File: src/rtl/xcvr_ref_clk_out_gen.sv
// Glitch-free programmable even divider that forwards a reference clock off-chip.
// Start, stop and divisor changes occur only at phase boundaries, so no runt pulse reaches the pad.
module xcvr_ref_clk_out_gen #(
    parameter int DIV_W       = 8,
    parameter int DEFAULT_DIV = 4,
    parameter int GUARD       = 4,
    parameter int CNT_W       = 16
) (
    input  logic             CLK,
    input  logic             RESET,
    input  logic             EN,
    input  logic [DIV_W-1:0] DIV,
    input  logic             DIV_LOAD,
    output logic             DIV_ACK,
    output logic             REF_CLK_OUT,
    output logic             REF_CLK_OUT_OE,
    output logic             RUNNING,
    output logic [CNT_W-1:0] RISE_CNT
);

    localparam int GW = (GUARD > 1) ? $clog2(GUARD) : 1;

    typedef enum logic [2:0] {
        IDLE,
        START,
        RUN,
        STOPPING,
        DRAIN
    } state_t;

    state_t           state;
    logic [DIV_W-1:0] div_active;
    logic [DIV_W-1:0] div_pending;
    logic [DIV_W-1:0] half_cnt;
    logic [GW-1:0]    guard_cnt;
    logic             pending;

    logic [DIV_W-1:0] div_clamped;
    logic             half_done;
    logic             guard_done;
    logic             stop_req;
    logic             quiet_state;

    assign div_clamped = (DIV == '0) ? DIV_W'(1) : DIV;
    assign half_done   = (half_cnt == div_active - DIV_W'(1));
    assign guard_done  = (guard_cnt == GW'(GUARD - 1));
    assign stop_req    = (state == STOPPING) || !EN;
    assign quiet_state = (state == IDLE) || (state == START) || (state == DRAIN);

    always_ff @(posedge CLK) begin
        if (RESET) begin
            state          <= IDLE;
            REF_CLK_OUT    <= 1'b0;
            REF_CLK_OUT_OE <= 1'b0;
            RUNNING        <= 1'b0;
            DIV_ACK        <= 1'b0;
            RISE_CNT       <= '0;
            div_active     <= DIV_W'(DEFAULT_DIV);
            div_pending    <= DIV_W'(DEFAULT_DIV);
            pending        <= 1'b0;
            half_cnt       <= '0;
            guard_cnt      <= '0;
        end else begin
            DIV_ACK <= 1'b0;

            // With no edge on the pad, a pending divisor can be taken at once.
            if (quiet_state && pending) begin
                div_active <= div_pending;
                DIV_ACK    <= 1'b1;
                pending    <= 1'b0;
            end

            case (state)
                IDLE: begin
                    REF_CLK_OUT <= 1'b0;
                    RUNNING     <= 1'b0;
                    half_cnt    <= '0;
                    guard_cnt   <= '0;
                    if (EN) begin
                        state          <= START;
                        REF_CLK_OUT_OE <= 1'b1;
                    end else begin
                        REF_CLK_OUT_OE <= 1'b0;
                    end
                end

                START: begin
                    if (!EN) begin
                        state     <= DRAIN;
                        guard_cnt <= '0;
                    end else if (guard_done) begin
                        state    <= RUN;
                        RUNNING  <= 1'b1;
                        half_cnt <= '0;
                    end else begin
                        guard_cnt <= guard_cnt + GW'(1);
                    end
                end

                RUN, STOPPING: begin
                    if (state == RUN && !EN && !REF_CLK_OUT) begin
                        // Stopping in a low phase just lengthens it.
                        state     <= DRAIN;
                        RUNNING   <= 1'b0;
                        guard_cnt <= '0;
                    end else if (half_done) begin
                        half_cnt    <= '0;
                        REF_CLK_OUT <= ~REF_CLK_OUT;
                        if (!REF_CLK_OUT) begin
                            RISE_CNT <= RISE_CNT + CNT_W'(1);
                        end else begin
                            if (pending) begin
                                div_active <= div_pending;
                                DIV_ACK    <= 1'b1;
                                pending    <= 1'b0;
                            end
                            if (stop_req) begin
                                state     <= DRAIN;
                                RUNNING   <= 1'b0;
                                guard_cnt <= '0;
                            end
                        end
                    end else begin
                        half_cnt <= half_cnt + DIV_W'(1);
                        if (stop_req) state <= STOPPING;
                    end
                end

                DRAIN: begin
                    REF_CLK_OUT <= 1'b0;
                    if (guard_done) begin
                        state          <= IDLE;
                        REF_CLK_OUT_OE <= 1'b0;
                    end else begin
                        guard_cnt <= guard_cnt + GW'(1);
                    end
                end

                default: state <= IDLE;
            endcase

            // NOTE: this sits after the apply logic so that, as the later non-blocking
            // assignment, a load in the same cycle keeps pending set for the next boundary.
            if (DIV_LOAD) begin
                div_pending <= div_clamped;
                pending     <= 1'b1;
            end
        end
    end

endmodule

File: config.mk
export PLATFORM = sky130hd
export DESIGN_NAME = xcvr_ref_clk_out_gen
export DESIGN_NICKNAME = d
export VERILOG_FILES = /design/src/rtl/xcvr_ref_clk_out_gen.sv
export SDC_FILE = /design/constraint.sdc
export NUM_CORES = 1
export LEC_CHECK = 0
export CAP_MARGIN = 15
export CORE_AREA = 3 3 113 115
export CTS_BUF_LIST = sky130_fd_sc_hd__clkbuf_4
export CTS_CLUSTER_DIAMETER = 60
export CTS_CLUSTER_SIZE = 12
export DETAILED_ROUTE_END_ITERATION = 8
export DIE_AREA = 0 0 116 118
export GPL_TIMING_DRIVEN = 0
export PLACE_DENSITY = 0.41
export SLEW_MARGIN = 10
export SYNTH_ARGS = -nofsm -noshare
export SYNTH_HDL_FRONTEND = slang
export SYNTH_SLANG_ARGS = --single-unit
File: constraint.sdc
create_clock -name CLK -period 2.6 [get_ports CLK]
set_clock_uncertainty 0.1 [all_clocks]
set_input_delay 0.39 -clock CLK [delete_from_list [all_inputs] [get_ports CLK]]
set_output_delay 0.39 -clock CLK [all_outputs]
set_load 0.1 [all_outputs]
==> qor.csv, run 1 <==
stage,metric,value,unit
run_status,outcome,finished with violations,
run_status,violations,negative setup slack,
die,coreArea,11900,um2
yosys,syn_area_per_cell,8.07,um2
drt,drt_wl_total,9.25,mm
timing,postLayoutSetupSlackWorst,-0.0475,ns
setup_path,end_kind,flop,
timing,fmax,378,MHz
drt,viasPerCell,5.32,
yosys,synth-compound-area-share,21.0,%
yosys,ys_seq_area_share,33.9,%
timing,setup_violations,6,
cells_and_area,antenna_cells,0,
cells_and_area,area_growth,34.8,%
timing,finalMaxSlewViolations,0,
cts,clk_path_buf_depth,2,
drt,route.detailed.drc,0,
cts,cts_buffers,5,
setup_path,critical_path.endpoint,RISE_CNT[14]$_SDFFE_PP0P_,
yosys,synthMostInstantiatedCell,dfxtp_1,
yosys,async_flop_share,0,%
power,power.leakage,0.00135,uW
grt,antenna_found_initial,0,
cts,cts_num_sinks,50,
setup_path,start_kind,flop,
grt,grt_max_degree,14,
yosys,yosys_warnings,0,
drt,dr.first_iter.drc_count,169,
yosys,syn_inst,366,
power,p_total,1970,uW
cts,cts_root_buf,clkbuf_4,
drt,firstDrtPassIters,4,
timing,fin_crit_sh,102,%
yosys,synth_top_family_by_area,simple AND/OR/NAND/NOR gates,
yosys,synth.top_cell.area_share,33.9,%
cts,cts_htree_levels,2,
flow_run,maxCapViolations,0,
yosys,synth_seq_cells,50,
setup_path,crit_fanout,6,
setup_path,crit_slowest_cell,or4_4,
placed_design,dp.cells,542,
yosys,ys_types,56,
yosys,synth_fa_ha_area_share,1.27,%
drt,vias,3024,
timing,post-route-min-period,2.65,ns
yosys,synth_top_cell_by_area,dfxtp_1,
die,fp-row-count,40,
setup_path,worstPathCellList,inv_4 -> ha_4 -> buf_6 -> nand3_2 -> a221o_1 -> a32oi_4 -> nand4_4 -> buf_4 -> or4_4 -> a21oi_2,
yosys,yosys.area_share.simple,30.3,%
cts,clock_latency,0.37,ns
yosys,synth-edff-count,0,
cells_and_area,drive_above_1_share,20.7,%
die,start_util,24.8,%
grt,grt.overflow.total,0,
yosys,synthXorXnorAreaFrac,4.74,%
setup_path,reg2regPathDepth,10,
timing,hold_viol,0,
setup_path,cp_data_required_time,2.81,ns
cells_and_area,fin_area,3980,um2
setup_path,worst_ep_arrival_time,2.85,ns
setup_path,r2r_end,RISE_CNT[14]$_SDFFE_PP0P_,
grt,globalRouteTotalUtil,13.4,%
die,die_width,116,um
timing,max_slew.worst_pin.slew,1.01,ns
yosys,synthTopCellsByArea,"dfxtp_1 (34%), a21oi_1 (5.3%), o31ai_1 (4.6%)",
die,die_area,13700,um2
yosys,synth_common_cells,"dfxtp_1 (50), a21oi_1 (31), nor2_1 (26)",
timing,relSlewSlack,32.6,%
hold_path,hold_path_class,reg -> reg,
grt,grt_pass1_vias,2982,
cts,hold_buffers,0,
yosys,yosys-mux-area-fraction,3.39,%
timing,rsz0062_at_grt,yes,
drt,routedWlPerCell,16.3,um
cells_and_area,layout.nets,437,
setup_path,critical-path-max-stage-delay,0.48,ns
grt,grt_pass1_wl,15.0,mm
drt,ant_nets,0,
cts,clk_pin_slew,0.14,ns
setup_path,worstSetupPathType,reg -> reg,
placed_design,dp_hpwl,6.33,mm
yosys,synth-main-ff-cell,dfxtp_1,
placed_design,dp_slack,-0.553,ns
yosys,synth_area,2950,um2
cts,cts_tree,done,
setup_path,ff2ff_setup_slack,-0.05,ns
power,vdd_drop_max,0.000162,V
placed_design,place.gp.congestion,0.779,
placed_design,port_buffers,29,
cells_and_area,instances_no_fill,568,
power,power_density,494,nW/um2
die,ios,32,
cells_and_area,filler_cell_count,1245,
placed_design,placed_cell_area,3460,um2
die,fp.dieH,118,um
yosys,synth_nets,381,
final cells by class:
type                            instances  area (um2)  share of cell area, %
Clock inverter                          1        3.75                 0.0943
Sequential cell                        50        1010                   25.4
Inverter                               12        47.5                   1.19
Multi-Input combinational cell        278        2100                   52.6
Clock buffer                            5        37.5                  0.943
Tap cell                              147         184                   4.62
Timing Repair Buffer                   55         513                   12.9
Buffer                                 20        87.6                   2.20
cell families (layout without fill, tap and decap cells):
group	after synthesis	in the layout
buffers and inverters	38	93
flip-flops	50	50
multiplexers	10	10
AO/OA/AOI/OAI	93	93
XOR/XNOR	16	16
AND/OR/NAND/NOR	156	156
adder cells (fa/ha/maj)	3	3
how the worst min path moves through the flow:
stage                                      from                     endpoint  slack, ns  cells after the start
detailed placement    RISE_CNT[15]$_SDFFE_PP0P_    RISE_CNT[15]$_SDFFE_PP0P_       0.37                      2
floorplan           div_pending[2]$_SDFFE_PP1P_  div_pending[2]$_SDFFE_PP1P_       0.34                      2
finish                RISE_CNT[15]$_SDFFE_PP0P_    RISE_CNT[15]$_SDFFE_PP0P_       0.39                      2
global placement      RISE_CNT[15]$_SDFFE_PP0P_    RISE_CNT[15]$_SDFFE_PP0P_       0.37                      2
global route               RUNNING$_SDFFE_PP0P_         RUNNING$_SDFFE_PP0P_       0.42                      2
CTS                 div_pending[0]$_SDFFE_PP0P_  div_pending[0]$_SDFFE_PP0P_       0.40                      2
worst max-delay path: cells and delay by family, from the launching register on:
family,cells,cell delay [ns]
and+or+nand+nor,3,0.74
DFF,1,0.39
buffers and inverters,3,0.34
adders and majority gates,1,0.16
AOI/OAI and AO/OA,3,0.85
layout by cell type, fill, tap and decap left out, types with 3 or more instances in the layout:
| master | count |
|---|---|
| o31ai_2 | 8 |
| or3_1 | 6 |
| nor3b_1 | 8 |
| buf_4 | 22 |
| nor2_1 | 25 |
| xnor2_1 | 7 |
| nand4_1 | 15 |
| o21ai_0 | 6 |
| a21oi_1 | 26 |
| nor2b_1 | 3 |
| clkdlybuf4s50_1 | 29 |
| xor2_1 | 9 |
| mux2i_1 | 10 |
| o211ai_1 | 3 |
| and3_1 | 11 |
| buf_6 | 5 |
| or4_4 | 5 |
| a21oi_2 | 5 |
| clkbuf_4 | 5 |
| nand3b_1 | 3 |
| nor3_1 | 9 |
| clkbuf_1 | 15 |
| o21a_1 | 7 |
| o31ai_4 | 5 |
| a211oi_4 | 3 |
| dfxtp_1 | 44 |
| nand3_2 | 3 |
| and2_1 | 4 |
| dfxtp_2 | 4 |
| nand2_1 | 22 |
| inv_1 | 10 |
| or4_1 | 7 |
| o31ai_1 | 5 |
| nand3_1 | 18 |
through the flow:
step                      utilization [%]  hold slack (ns)  setup TNS (ns)
final                                33.4            0.392          -0.166
after global routing                 33.4            0.418           -1.57
after CTS                            30.7            0.395         -0.0602
after detailed placement             29.1            0.371          -10.29
after global placement               29.1            0.372          -10.25
after floorplan                         -            0.342         -0.0140
repair_timing:
item,CTS,global route
pin swaps,15,23
buffers inserted,12,13
endpoints found under the setup margin,37,38
gates resized for setup,22,47
cloned,1,0
report_power, final:
part	internal, uW	switching, uW	total [uW]	leakage (uW)
sequential	811	60.6	872	0.000409
clock	93.2	244	338	0.0000246
combinational	292	466	758	0.000914
total	1200	771	1970	0.00135
layer usage:
layer	track usage, %	up-vias	wire length [um]
li1	-	1473	-
met3	2.62	11	302
met2	21.6	53	4400
met4	3.41	0	116
met5	0	-	0
met1	18.3	1487	4420
Note: power is estimated with default switching activity, not from simulation.
==> run 2, diff against run 1 <==
--- a/config.mk
+++ b/config.mk
@@ -13,7 +13,8 @@
 export DETAILED_ROUTE_END_ITERATION = 8
 export DIE_AREA = 0 0 116 118
 export GPL_TIMING_DRIVEN = 0
-export PLACE_DENSITY = 0.41
+export PLACE_DENSITY = 0.51
+export REMOVE_ABC_BUFFERS = 1
 export SLEW_MARGIN = 10
 export SYNTH_ARGS = -nofsm -noshare
 export SYNTH_HDL_FRONTEND = slang
==> constraint.sdc (replaced) <==
create_clock -name CLK -period 2.8 [get_ports CLK]
set_clock_uncertainty 0.1 [all_clocks]
set_input_delay 0.42 -clock CLK [delete_from_list [all_inputs] [get_ports CLK]]
set_output_delay 0.42 -clock CLK [all_outputs]
set_load 0.1 [all_outputs]
==> qor.csv, run 2 (same netlist as run 1, synthesis figures left out) <==
stage,metric,value,unit,change
setup_path,crit_fanout,5,,-1
drt,routedWlPerCell,14.2,um,-13%
die,start_util,24.8,%,unchanged
setup_path,critical-path-max-stage-delay,1.21,ns,+0.73 ns
drt,firstDrtPassIters,4,,unchanged
power,p_seq_share,46.4,%,+2.1 points
die,die_width,116,um,unchanged
power,power_density,485,nW/um2,-1.7%
timing,fin_crit_sh,96.9,%,
power,p_total,1770,uW,-10%
power,switching_share,38.2,%,-1.0 points
setup_path,worst_ep_arrival_time,2.19,ns,-0.66 ns
power,intPower,1090,uW,-8.6%
drt,highest_layer,met4,,
cells_and_area,instances_no_fill,539,,-5.1%
setup_path,crit_family,buffers and inverters,,
grt,grt_pass1_wl,12.7,mm,-15%
power,p_sw,675,uW,-12%
drt,vias,2812,,-7.0%
die,fp.dieH,118,um,unchanged
timing,max_slew.worst_pin.slew,0.977,ns,-0.0314 ns
placed_design,dp_hpwl,5.19,mm,-18%
flow_run,maxCapViolations,0,,unchanged
placed_design,port_buffers,31,,+6.9%
cts,clk_path_buf_depth,2,,unchanged
timing,postLayoutSetupSlackWorst,0.0865,ns,+0.134 ns
timing,fmax,369,MHz,
cts,clock_latency,0.38,ns,about the same
setup_path,cp.buffers_inverters,1,,-2
power,clockPowerShare,20.0,%,+2.8 points
cts,clk_pin_slew,0.17,ns,+0.03 ns
drt,route.detailed.drc,0,,unchanged
drt,dr.first_iter.drc_count,136,,-20%
setup_path,start_kind,flop,,
drt,wl_met1,3.65,mm,-17%
setup_path,crit_slowest_cell,clkdlybuf4s50_1,,
cells_and_area,layout.nets,405,,-7.3%
cts,cts_buffers,5,,unchanged
cts,cts_htree_levels,2,,unchanged
timing,post-route-min-period,2.71,ns,
cells_and_area,final_cell_mix,"dfxtp_1 (47), a21oi_1 (30), clkdlybuf4s50_1 (30)",,
cts,cts_tree,done,,
drt,wl_met2,3.76,mm,-15%
grt,antenna_found_initial,1,,+1
setup_path,worstSetupPathType,reg -> out,,
die,coreArea,11900,um2,unchanged
setup_path,worstPathCellList,clkdlybuf4s50_1,,
die,fp-row-count,40,,unchanged
hold_path,hold_path_class,in -> reg,,
drt,ant_nets,0,,unchanged
drt,viasPerCell,5.22,,-2.0%
timing,finalMaxSlewViolations,0,,unchanged
setup_path,cp_data_required_time,2.28,ns,-0.53 ns
power,vdd_drop_max,0.000374,V,+130%
die,ios,32,,unchanged
grt,globalRouteTotalUtil,11.1,%,-2.3 points
grt,grt_max_degree,40,,+26
power,pwr-share-comb,33.6,%,-4.9 points
timing,setup_violations,0,,-6
grt,grt.overflow.total,0,,unchanged
cts,cts_num_sinks,50,,unchanged
cts,hold_buffers,0,,unchanged
power,power.leakage,0.00123,uW,-9.1%
cells_and_area,area_growth,23.3,%,
cts,cts_root_buf,clkbuf_4,,
drt,wl_met3,152,um,-50%
setup_path,end_kind,output pin,,
setup_path,ff2ff_setup_slack,0.12,ns,+0.17 ns
cells_and_area,drive_above_1_share,11.0,%,-9.7 points
placed_design,dp_slack,-0.390,ns,+0.163 ns
die,die_area,13700,um2,unchanged
placed_design,dp.cells,519,,-4.2%
run_status,outcome,completed,,
timing,tns,0,ns,+0.166 ns
placed_design,place.gp.congestion,0.776,,-0.36%
cells_and_area,layout_commonest_cell,dfxtp_1,,
grt,grt_pass1_vias,2587,,-13%
timing,hold_viol,0,,unchanged
drt,drt_wl_total,7.67,mm,-17%
timing,relSlewSlack,34.7,%,+2.1 points
## run 2: changes by cell type in the layout (fill, tap and decap cells not counted), moves of 4 or more
cell,change
buf_6,-5
o31ai_1,+12
a21oi_1,+4
a21oi_2,-4
o31ai_2,-7
buf_4,-15
o31ai_4,-5
clkbuf_1,-15
## run 2: per-stage QoR
stage | hold slack (ns) | util, % | area (um2)
5_1_grt | 0.253 | 30.6 | 3640
4_1_cts | 0.250 | 29.8 | 3550
2_1_floorplan | 0.342 | - | 2840
6_report | 0.260 | 30.6 | 3640
3_3_place_gp | 0.361 | 28.0 | 3330
3_5_place_dp | 0.369 | 28.1 | 3350
## run 2: worst paths after layout
check                           start                       end  cells past startpoint
min reg2reg      RUNNING$_SDFFE_PP0P_      RUNNING$_SDFFE_PP0P_                      2
max          RISE_CNT[3]$_SDFFE_PP0P_               RISE_CNT[3]                      1
max reg2reg                      flop        DIV_ACK$_SDFF_PP0_                     10
min                             RESET  RISE_CNT[9]$_SDFFE_PP0P_                      2
## run 2: repair_timing
item / in CTS / in global routing
pin swaps: 4 / 6
setup endpoints to repair: 31 / 39
cloned: 2 / 0
gates resized for setup: 8 / 14
setup buffers: 7 / 2
## run 2: area by class of cell
class | instances | area, um2
inverters | 12 | 45.0
clock inverters | 3 | 23.8
diodes | 1 | 2.50
flip-flops and latches | 50 | 1000
well taps | 147 | 184
fillers | 1270 | 8270
multi-input cells | 280 | 1930
repair buffers | 41 | 418
clock buffers | 5 | 37.5
## run 2: power groups by stage
| stage | registers [uW] | clock network, uW | logic, uW |
|---|---|---|---|
| 6_report | 820 | 354 | 594 |
| 3_3_place_gp | 833 | 0 | 491 |
| 5_1_grt | 831 | 394 | 655 |
| 4_1_cts | 817 | 372 | 554 |
| 2_1_floorplan | 879 | 0 | 306 |
| 3_5_place_dp | 832 | 0 | 496 |
## run 2: layer usage
layer | track usage (%) | up-vias
met4 | 3.05 | 0
met5 | 0 | -
met1 | 15.6 | 1338
li1 | - | 1436
met3 | 1.54 | 6
met2 | 17.7 | 32
==> patch 1 (settings of run 2) <==
`DIV_W`: 8 -> 12.
--- a/src/rtl/xcvr_ref_clk_out_gen.sv
+++ b/src/rtl/xcvr_ref_clk_out_gen.sv
@@ -2,5 +2,5 @@
 // Start, stop and divisor changes occur only at phase boundaries, so no runt pulse reaches the pad.
 module xcvr_ref_clk_out_gen #(
-    parameter int DIV_W       = 8,
+    parameter int DIV_W       = 12,
     parameter int DEFAULT_DIV = 4,
     parameter int GUARD       = 4,
Interface: changed (resized DIV); port bits go from 32 to 36. No check against the original RTL was run, so the function may have changed too.
==> patch 1 against run 2 <==
- utilization increased by 8.2 points
- via count rose by 23%
- critical path type is now reg -> reg
- critical path depth increased by 7
- worst hold slack improved by 0.11 ns
- final area grew 27%
- synthesized cell count is 23% higher
- worst setup slack improved by 0.014 ns
- synthesized area increased by 23%
- sequential cell count increased by 12
- sequential share of layout area down 0.44 points
- wire length rose by 26%
Power is not compared: it rests on default switching activity, and its combinational part moved more than twofold at a synthesized area within 25%.
==> patch 1: results (changes against run 2) <==
First-pass DRT Iterations 4 (unchanged); DRT iter0 DRCs 184 (+35%); Relative slew margins 35.2% (+0.48 points); met1 Use GR 19.4% (+3.8 points); Async SR Flop Fraction 0% (unchanged); Hold Startpoint RUNNING; placer congestion estimate 0.803 (+3.5%); root buffer cell clkbuf_4; crit path kind reg -> reg; initial antenna violation count 0 (-1); Pleak 0.00157 uW; Tot GR Track Use 14.4% (+3.3 points); PortBufs 35 (+13%); setup violators final 0 (unchanged); worst min-delay path category reg -> reg; max_cap viols 0 (unchanged); Arr. time, crit path 2.95 ns (+0.76 ns); r2r setup slk 0.10 ns (-0.02 ns); Post-DP HPWL 5980 um (+15%); non-filler cells, final 637 (+18%); routed vias/inst 5.41 (+3.8%); layout cells sized above 1 15.7% (+4.7 points); grt met3 use 3.70% (+2.2 points); DR WL/cell 15.2 um (+7.0%); placed insts 599 (+15%); top post-synthesis cells by area dfxtp_1 (34%), nor2_1 (5.6%), a21oi_1 (4.7%); # H-tree levels 3 (+1); # fillers 1222 (-3.8%); post-synth cell types 63 (+13%); met2 GRT Util 22.6% (+4.9 points); worst-case reg-to-reg path depth 8 (-2); antenna-violating nets left 0 (unchanged); Post-synth top cells dfxtp_1 (62), nor2_1 (54), nand2_1 (40), a21oi_1 (34), clkbuf_1 (24); Post-Synthesis Cells 451 (+23%); worst skew pair latency 0.43 ns (+0.05 ns); status completed; pre-CTS setup slack -0.861 ns (-0.470 ns); period utilisation layout 96.4% (-0.50 points); post-synthesis sequential area ratio 34.1% (+0.18 points); first-pass GRT wire length 16100 um (+26%); Worst-path clk slew 0.10 ns (-0.07 ns); IR drop worst, VDD 0.274 mV; largest net degree at the start of global routing 88 (+120%); worst-path maximum fanout 5 (unchanged); diode count 0 (-1); vias in the first global route 3237 (+25%); Max Buffers Root-to-Sink 2 (unchanged); Syn. warnings 0 (unchanged); Post-layout nets 504 (+24%); CTS Buf Count 9 (+4)
==> patch 1: changes by cell type in the layout (fill, tap and decap cells not counted), sizes merged, moves of 6 or more <==
cell,change
buf,+9
dfxtp,+12
nand2,+18
nand4,-9
nand4b,+12
nor2,+28
o21a,-7
o311ai,+12
o31ai,-6
==> patch 1: metal layers <==
layer	up-vias	share of wire [%]
met3	12	3.1
met5	-	0
met4	0	1.4
met1	1647	47
met2	48	48
li1	1742	-
==> patch 1: area by class of cell <==
type / instances / area share, %
tap: 147 / 3.98
inverter: 12 / 1.03
multi-input combinational: 346 / 52.7
clock inverter: 6 / 1.65
sequential: 62 / 27.1
timing repair buffer: 54 / 11.8
clock buffer: 10 / 1.63
==> patch 1: worst min path at each step <==
stage	slack, ns	depth (start not counted)	end
6_report	0.37	2	RUNNING
5_1_grt	0.39	2	RUNNING
4_1_cts	0.38	2	RUNNING
3_5_place_dp	0.36	2	RUNNING
3_3_place_gp	0.36	2	RUNNING
2_1_floorplan	0.36	2	div_pending[10]
==> patch 1: per-stage QoR <==
step | hold slack (ns) | setup TNS, ns | power [uW] | area [um^2] | utilization, %
6_report | 0.370 | 0 | 1870 | 4620 | 38.8
5_1_grt | 0.392 | -0.208 | 1970 | 4620 | 38.8
4_1_cts | 0.380 | 0 | 1880 | 4400 | 36.9
3_5_place_dp | 0.364 | -22.28 | 1140 | 4030 | 33.8
3_3_place_gp | 0.357 | -47.35 | 1140 | 4020 | 33.8
2_1_floorplan | 0.360 | -0.994 | 1060 | 3490 | -
==> patch 1: what timing repair did <==
| item | CTS | global route |
|---|---|---|
| gates cloned | 2 | 1 |
| setup endpoints to repair | 45 | 48 |
| gates resized for setup | 13 | 32 |
| pin swaps | 8 | 17 |
| setup buffers | 10 | 9 |
==> patch 1: report_power, final <==
part           switching (uW)  internal [uW]
combinational             130            103
sequential               33.1            902
clock                     341            362
==> patch 1: logic make-up (layout without fill, tap and decap cells) <==
family / count (synthesis) / count (layout) / share of synthesized area (%)
simple gates: 199 / 202 / 29.7
compound gates: 101 / 101 / 19.3
flops: 62 / 62 / 34.1
buf+inv: 46 / 82 / 5.46
xor+xnor: 24 / 24 / 5.98
mux: 16 / 16 / 4.43
fa+ha+maj: 3 / 3 / 1.03
==> patch 1: worst max-delay path: stages (launching register included) <==
cell and delay, ns:
dfxtp_2 0.36, or4_4 0.59, o221a_2 0.32, a311oi_4 0.34, a211oi_4 0.13, nand4_1 0.12
buf_6 0.14, mux2_2 0.34, a211oi_2 0.18
==> patch 2 (flow settings as in run 2) <==
Without the edit above. The 5 states of `state_t` get a one-hot encoding in 5 bits.
--- a/src/rtl/xcvr_ref_clk_out_gen.sv
+++ b/src/rtl/xcvr_ref_clk_out_gen.sv
@@ -21,10 +21,10 @@
     localparam int GW = (GUARD > 1) ? $clog2(GUARD) : 1;
 
-    typedef enum logic [2:0] {
-        IDLE,
-        START,
-        RUN,
-        STOPPING,
-        DRAIN
+    typedef enum logic [4:0] {
+        IDLE     = 5'b00001,
+        START    = 5'b00010,
+        RUN      = 5'b00100,
+        STOPPING = 5'b01000,
+        DRAIN    = 5'b10000
     } state_t;
 
Behaviour: same outputs for any inputs over 10 cycles, from zero or initial values and one cycle with RESET high; not proved beyond that.
==> patch 2 against run 2 <==
- the flow now finishes with violations (setup timing)
- sequential cell count rose by 2
- total power increased by 12%
- wire length down 9.9%
- utilization is 0.32 points lower
- final area decreased by 1.0%
- clock power grew 3%
- worst setup slack worse by 0.17 ns
- largest cell class unchanged
- synthesized area down 8.5%
- synthesized cell count shrank 12%
==> patch 2: results (changes against run 2) <==
worst min-delay path category reg -> reg; Post-CTS Resized 37 (+29); XOR/XNOR share of the synthesized area 10.4% (+5.6 points); largest net degree at the start of global routing 45 (+13%); IR drop worst, VDD 0.229 mV (-39%); status complete, but fails checks; DRT iter0 DRCs 98 (-28%); Post-synth top cells dfxtp_1 (52), nor2_1 (45), nand2_1 (22), xnor2_1 (21), mux2i_1 (17); first-pass GRT wire length 11800 um (-7.5%); initial antenna violation count 0 (-1); placer congestion estimate 0.790 (+1.7%); Least-Margin Pin Slew 0.982 ns (+0.00587 ns); setup bufs post-CTS 10 (+3); failing checks setup timing; mux contribution to synthesized area 6.30% (+2.9 points); pre-CTS setup slack -0.573 ns (-0.182 ns); worst-path maximum fanout 9 (+4); DR vias 2401 (-15%); pwr dens 547 nW/um^2 (+13%); layout cells sized above 1 16.0% (+5.0 points); Tot GR Track Use 10.3% (-0.82 points); post-synthesis sequential area ratio 38.5% (+4.6 points); post-synth cell types 48 (-14%); Pleak 0.00139 uW (+14%); Post-DP HPWL 4360 um (-16%); Synth Area in Adders 1.39% (+0.12 points); Critical-path top delay cell or4_4; setup violators final 12 (+12); Worst Slack Setup Final -0.0819 ns (-0.168 ns); diode count 0 (-1); WL final 6910 um (-9.9%); slowest cell delay on critical path 0.54 ns (-0.67 ns)
==> patch 2: cell types whose count changed in the layout (fill, tap and decap cells not counted), moves of 8 or more <==
cell,run 2,this run
and3_1,11,2
nor4_4,0,9
nor3b_1,9,1
nor2_1,26,44
nand4_1,15,5
or4_1,10,1
nand3_1,21,11
xnor2_1,7,20
o31ai_1,17,1
a21oi_1,30,12
==> patch 2: path summary, 6_finish.rpt <==
kind | slack, ns | endpoint | cells past startpoint
worst max-delay path | -0.08 | flip-flop | 9
worst min-delay path | 0.40 | RUNNING | 2
worst max register to register | -0.08 | flip-flop | 9
worst min register to register | 0.40 | RUNNING | 2
==> patch 2: kinds of logic after synthesis <==
group | after synthesis
buf+inv | 27
xor+xnor | 32
fa+ha+maj | 3
flops | 52
compound gates | 55
mux | 17
simple gates | 135
==> patch 2: per-stage QoR <==
stage	total power (uW)	std cells	utilization, %	instance area [um^2]	TNS (ns)
6_report	1970	504	30.3	3600	-0.433
5_1_grt	2100	504	30.3	3600	-3.49
4_1_cts	1950	503	29.6	3520	-0.250
3_5_place_dp	1500	484	26.3	3130	-11.68
3_3_place_gp	1500	484	26.3	3130	-11.74
2_1_floorplan	1340	306	-	2640	-0.248
==> patch 2: final cells by class <==
cell class,count,area (um^2)
clock buffers,6,45.0
clock inverters,2,16.3
fillers,1257,8310
inverters,12,45.0
multi-input cells,243,1860
flip-flops and latches,52,1050
well taps,147,184
repair buffers,42,407
==> patch 2: power by group <==
| group | internal, uW | switching [uW] |
|---|---|---|
| Combinational | 305 | 429 |
| Clock | 110 | 254 |
| Sequential | 794 | 81.4 |
==> patch 2: metal layers <==
metal	global-route usage (%)	wire length, um	vias up
met5	0	0	-
met4	2.18	61	0
met3	2.01	198	6
met2	17.7	3490	28
met1	13.3	3160	1159
li1	-	-	1208
